## src/rtl/sync_fifo_flags.sv

```systemverilog
// Single-clock FIFO with occupancy count, almost-full/almost-empty thresholds and sticky error flags.
// Define SYNC_FIFO_FWFT_EN to select first-word-fall-through reads; the default is registered reads.
module sync_fifo_flags #(
  parameter int WIDTH     = 8,
  parameter int DEPTH     = 16,
  parameter int ADDR_W    = 4,
  parameter int AF_THRESH = 12,
  parameter int AE_THRESH = 4
) (
  input  logic              clk,
  input  logic              rst_n,
  input  logic              we,
  input  logic [WIDTH-1:0]  data_in,
  input  logic              re,
  output logic [WIDTH-1:0]  data_out,
  output logic              rd_valid,
  output logic              full,
  output logic              empty,
  output logic              almost_full,
  output logic              almost_empty,
  output logic [ADDR_W:0]   count,
  output logic              overflow,
  output logic              underflow,
  input  logic              clr_err
);

  localparam logic [ADDR_W:0] DEPTH_C = (ADDR_W+1)'(DEPTH);
  localparam logic [ADDR_W:0] AF_C    = (ADDR_W+1)'(AF_THRESH);
  localparam logic [ADDR_W:0] AE_C    = (ADDR_W+1)'(AE_THRESH);

  logic [WIDTH-1:0]  mem_q [DEPTH];
  logic [ADDR_W-1:0] wr_ptr_q, wr_ptr_d;
  logic [ADDR_W-1:0] rd_ptr_q, rd_ptr_d;
  logic [ADDR_W:0]   count_q, count_d;
  logic              full_q, full_d;
  logic              empty_q, empty_d;
  logic              afull_q, afull_d;
  logic              aempty_q, aempty_d;
  logic              ovf_q, ovf_d;
  logic              unf_q, unf_d;
  logic              wr_ok, rd_ok;

  // A full FIFO still accepts a write when a read frees a slot in the same cycle.
  always_comb begin
    wr_ok    = we & (~full_q | re);
    rd_ok    = re & ~empty_q;
    wr_ptr_d = wr_ptr_q;
    rd_ptr_d = rd_ptr_q;
    if (wr_ok) wr_ptr_d = wr_ptr_q + ADDR_W'(1);
    if (rd_ok) rd_ptr_d = rd_ptr_q + ADDR_W'(1);
    count_d  = count_q + (ADDR_W+1)'(wr_ok) - (ADDR_W+1)'(rd_ok);
    full_d   = (count_d == DEPTH_C);
    empty_d  = (count_d == '0);
    afull_d  = (count_d >= AF_C);
    aempty_d = (count_d <= AE_C);
    ovf_d    = ovf_q;
    unf_d    = unf_q;
    if (clr_err) begin
      ovf_d = 1'b0;
      unf_d = 1'b0;
    end
    // A new error in the same cycle as the clear keeps the flag set.
    if (we & full_q & ~re) ovf_d = 1'b1;
    if (re & empty_q)      unf_d = 1'b1;
  end

  always_ff @(posedge clk or negedge rst_n) begin
    if (!rst_n) begin
      wr_ptr_q <= '0;
      rd_ptr_q <= '0;
      count_q  <= '0;
      full_q   <= 1'b0;
      empty_q  <= 1'b1;
      afull_q  <= 1'b0;
      aempty_q <= 1'b1;
      ovf_q    <= 1'b0;
      unf_q    <= 1'b0;
    end else begin
      wr_ptr_q <= wr_ptr_d;
      rd_ptr_q <= rd_ptr_d;
      count_q  <= count_d;
      full_q   <= full_d;
      empty_q  <= empty_d;
      afull_q  <= afull_d;
      aempty_q <= aempty_d;
      ovf_q    <= ovf_d;
      unf_q    <= unf_d;
    end
  end

  always_ff @(posedge clk) begin
    if (wr_ok) mem_q[wr_ptr_q] <= data_in;
  end

`ifdef SYNC_FIFO_FWFT_EN
  assign data_out = empty_q ? '0 : mem_q[rd_ptr_q];
  assign rd_valid = ~empty_q;
`else
  logic [WIDTH-1:0] dout_q;
  logic             rdv_q;

  always_ff @(posedge clk or negedge rst_n) begin
    if (!rst_n) begin
      dout_q <= '0;
      rdv_q  <= 1'b0;
    end else begin
      rdv_q <= rd_ok;
      if (rd_ok) dout_q <= mem_q[rd_ptr_q];
    end
  end

  assign data_out = dout_q;
  assign rd_valid = rdv_q;
`endif

  assign full         = full_q;
  assign empty        = empty_q;
  assign almost_full  = afull_q;
  assign almost_empty = aempty_q;
  assign count        = count_q;
  assign overflow     = ovf_q;
  assign underflow    = unf_q;

endmodule

```

## config.mk

```make
export PLATFORM = sky130hd
export DESIGN_NAME = sync_fifo_flags
export DESIGN_NICKNAME = d
export VERILOG_FILES = /design/src/rtl/sync_fifo_flags.sv
export SDC_FILE = /design/constraint.sdc
export NUM_CORES = 1
export LEC_CHECK = 0
export BUFFER_PORTS_ARGS = -buffer_cell sky130_fd_sc_hd__buf_2
export CAP_MARGIN = 20
export CELL_PAD_IN_SITES_DETAIL_PLACEMENT = 1
export CELL_PAD_IN_SITES_GLOBAL_PLACEMENT = 1
export CORE_MARGIN = 5
export CORE_UTILIZATION = 45
export CTS_CLUSTER_DIAMETER = 200
export DETAILED_ROUTE_END_ITERATION = 10
export PLACE_DENSITY = 0.77
export SYNTH_ARGS = -nofsm -noshare
export SYNTH_HDL_FRONTEND = slang
export SYNTH_SLANG_ARGS = --single-unit
```

## constraint.sdc

```tcl
create_clock -name clk -period 5.3 [get_ports clk]
set_input_delay 0.265 -clock clk [delete_from_list [all_inputs] [get_ports clk]]
set_output_delay 0.265 -clock clk [all_outputs]
set_load 0.01 [all_outputs]
```

==> reports/summary.txt <==
status = completed
global route overflow = 0
GPL Wtd Cong = 0.8164
CP arrival = 3380 ps
Setup Buffers After CTS = 0
P_int = 0.002767 W
fill count = 1367
Die ar. = 16690 um2
worst slew pin tran = 944.3 ps
Area Overhead vs Synth = 13.42%
via/cell ratio = 5.469
Crit Path Category = reg -> reg
Yosys reg bits = 156
Syn Nets = 439
Sw Ratio = 0.3438
drt first pass iters = 4
Synth area leaders = edfxtp_1 60%, dfrtp_1 10%, mux2i_1 10%
Boundary Pins = 33
# setup viols final = 0
final WL = 14510 um
Layout Nets = 479
Placement Rows = 43
CTS root buffer = clkbuf_16
RSZ-0062 raised after global routing = no
WL/cell = 22.40 um
Clk pin slew, worst setup/hold paths = 60 ps
Synth area leader = edfxtp_1
first-pass GRT wire length = 22400 um
Leak = 2.697 nW
Vias = 3544
minimum clock period = 3072 ps
number of distinct library cells after synthesis = 39
top-count cell post-synth = edfxtp_1
sw power = 0.001450 W
FF-to-FF path depth = 11
core area = 13880 um2
Hold Buf Count CTS = 1
post-route ant nets = 0
# resized after CTS = 0
Worst setup EP type = register
Die Wd = 129.2 um
post-route design area = 7252 um2
vias in the first global route = 3861
Ys Warns = 0
Max VDD drop = 0.2694 mV
clock share of power = 0.286
critical path fanouts, max = 11
initial antenna violation count = 0
Hold Fails Final Rpt = 0
DP Cell Count = 613
fin. max-slew vios = 0
Seq/Total Area, Yosys = 0.7112
largest net degree at the start of global routing = 41
mapped cell area = 6394 um2
CTS Buffer Depth = 2
Synth Instances = 415
FMAX = 0.3255 GHz
Gate power share = 0.302
Final Hold Slack = 59.63 ps
crit start category = register
Hold Path Depth = 2
Flop pwr share = 0.412
Slew HR = 0.3705
Clock Sinks = 156
Worst Hold Class = in -> reg
total of max-cap violations = 0
Port Buffers = 32
Pwr Total = 0.004217 W
DRC Markers = 0
Setup Skew = 6.452 ps
CTS tree = built
GRT Total Usage = 0.1854
post-detail-place hpwl = 9421 um
ys async rst share = 0.1795
Final Cycle Share = 0.5796
Synth top cells by count = 128 x edfxtp_1, 64 x mux2i_1, 36 x nand2_1
pwr dens = 581.5 nW/um2
Starting Density = 0.4606
Clk Latency, worst-skew pair = 430 ps
count of flip-flops with a built-in enable after synthesis = 128
layout cell share with drive strength beyond 1 = 0.1645
H-Tree Depth = 4
Die Y-Extent = 129.2 um
Setup TNS = 0 ps
Synth top area share = 0.6012
placed cell area = 6646 um2
Antenna Cells = 0
CTS buffer count = 17
Critical Path RT = 5610 ps
Initial DRC Count = 256
Avg Inst Size Synth = 15.41 um2
Finished Layout Cells = 648
Top FF cell, synth = edfxtp_1
-- flip-flops by register name (all words and copies together), names as in the netlist --
signal        cells
rd_ptr_q          4
mem_q           128
almost_full       1
count             5
wr_ptr_q          4
empty             1
rd_valid          1
overflow          1
almost_empty      1
underflow         1
data_out          8
full              1
-- layout by cell type, fill, tap and decap left out, types with 2 or more instances in the layout --
| cell type | instances |
|---|---|
| inv_1 | 16 |
| nand2_1 | 36 |
| nor3_1 | 4 |
| mux2i_1 | 64 |
| buf_4 | 6 |
| a21oi_2 | 9 |
| a21oi_1 | 9 |
| clkbuf_1 | 3 |
| xnor2_1 | 7 |
| nor2_1 | 16 |
| nand3_1 | 25 |
| o21ai_0 | 2 |
| ha_1 | 10 |
| bufinv_16 | 3 |
| nor4_1 | 3 |
| edfxtp_1 | 128 |
| clkbuf_4 | 2 |
| dfstp_2 | 2 |
| buf_2 | 32 |
| clkbuf_16 | 17 |
| dfrtp_1 | 25 |
| nor2b_1 | 3 |
| a22oi_1 | 16 |
| nand2b_1 | 4 |
| xor2_1 | 2 |
| inv_6 | 3 |
| clkinv_1 | 4 |
| and2_1 | 2 |
-- per-stage QoR --
| stage | utilization | setup WS (ps) |
|---|---|---|
| after floorplan | - | 2877 |
| after global placement | 0.4788 | 2468 |
| after detailed placement | 0.4788 | 2284 |
| after CTS | 0.5214 | 2238 |
| after global routing | 0.5224 | 1993 |
| final | 0.5224 | 2228 |
-- cells by family (layout without fill, tap and decap cells) --
group,Yosys count,in the layout,synth area share
flops,156,156,0.7112
simple gates,98,98,0.07065
mux,64,64,0.1002
compound gates,41,41,0.04521
buf+inv,36,89,0.03777
fa+ha+maj,11,11,0.02270
xor+xnor,9,9,0.01233
-- worst paths after layout --
kind	endpoint	slack, ps	from
min reg2reg	data_out[3]$_DFFE_PN0P_	490	data_out[3]$_DFFE_PN0P_
min	overflow$_DFFE_PN0P_	60	clr_err
max in group asynchronous	rd_ptr_q[1]$_DFFE_PN0P_	4380	rst_n
max	empty$_DFF_PN1_	2230	empty$_DFF_PN1_
min in group asynchronous	count[0]$_DFF_PN0_	410	rst_n
max reg2reg	empty$_DFF_PN1_	2230	empty$_DFF_PN1_
-- worst max-delay path, cell delays in order, from the launching register on --
cell	delay [ps]
dfstp_2	550
nand2b_1	370
inv_1	190
ha_1	310
inv_1	70
ha_1	160
inv_1	50
fa_1	410
nor2b_1	180
o21ai_1	130
nor3b_1	190
nor4_1	350
-- power groups by stage --
| stage | Combinational (W) | Sequential [W] | Clock, W |
|---|---|---|---|
| after floorplan | 0.000986 | 0.00167 | 0 |
| after global placement | 0.00119 | 0.00174 | 0 |
| after detailed placement | 0.00125 | 0.00176 | 0 |
| after CTS | 0.00127 | 0.00174 | 0.00122 |
| after global routing | 0.00138 | 0.00176 | 0.00127 |
| final | 0.00127 | 0.00174 | 0.00121 |
-- layout make-up --
cell class	count	area, um2	share of cell area
Clock buffer	20	436.7	0.06021
Clock inverter	12	143.9	0.01984
Inverter	16	60.06	0.008282
Multi-Input combinational cell	223	1605	0.2214
Sequential cell	156	4551	0.6275
Tap cell	180	225.2	0.03106
Timing Repair Buffer	41	230.2	0.03175
-- layer usage --
layer	track usage	wire, um	vias to the layer above
li1	-	-	1615
met1	0.2488	6683	1859
met2	0.3000	7093	52
met3	0.03751	438	18
met4	0.07041	296	0
met5	0	0	-
Note: power is estimated with default switching activity, not from simulation.
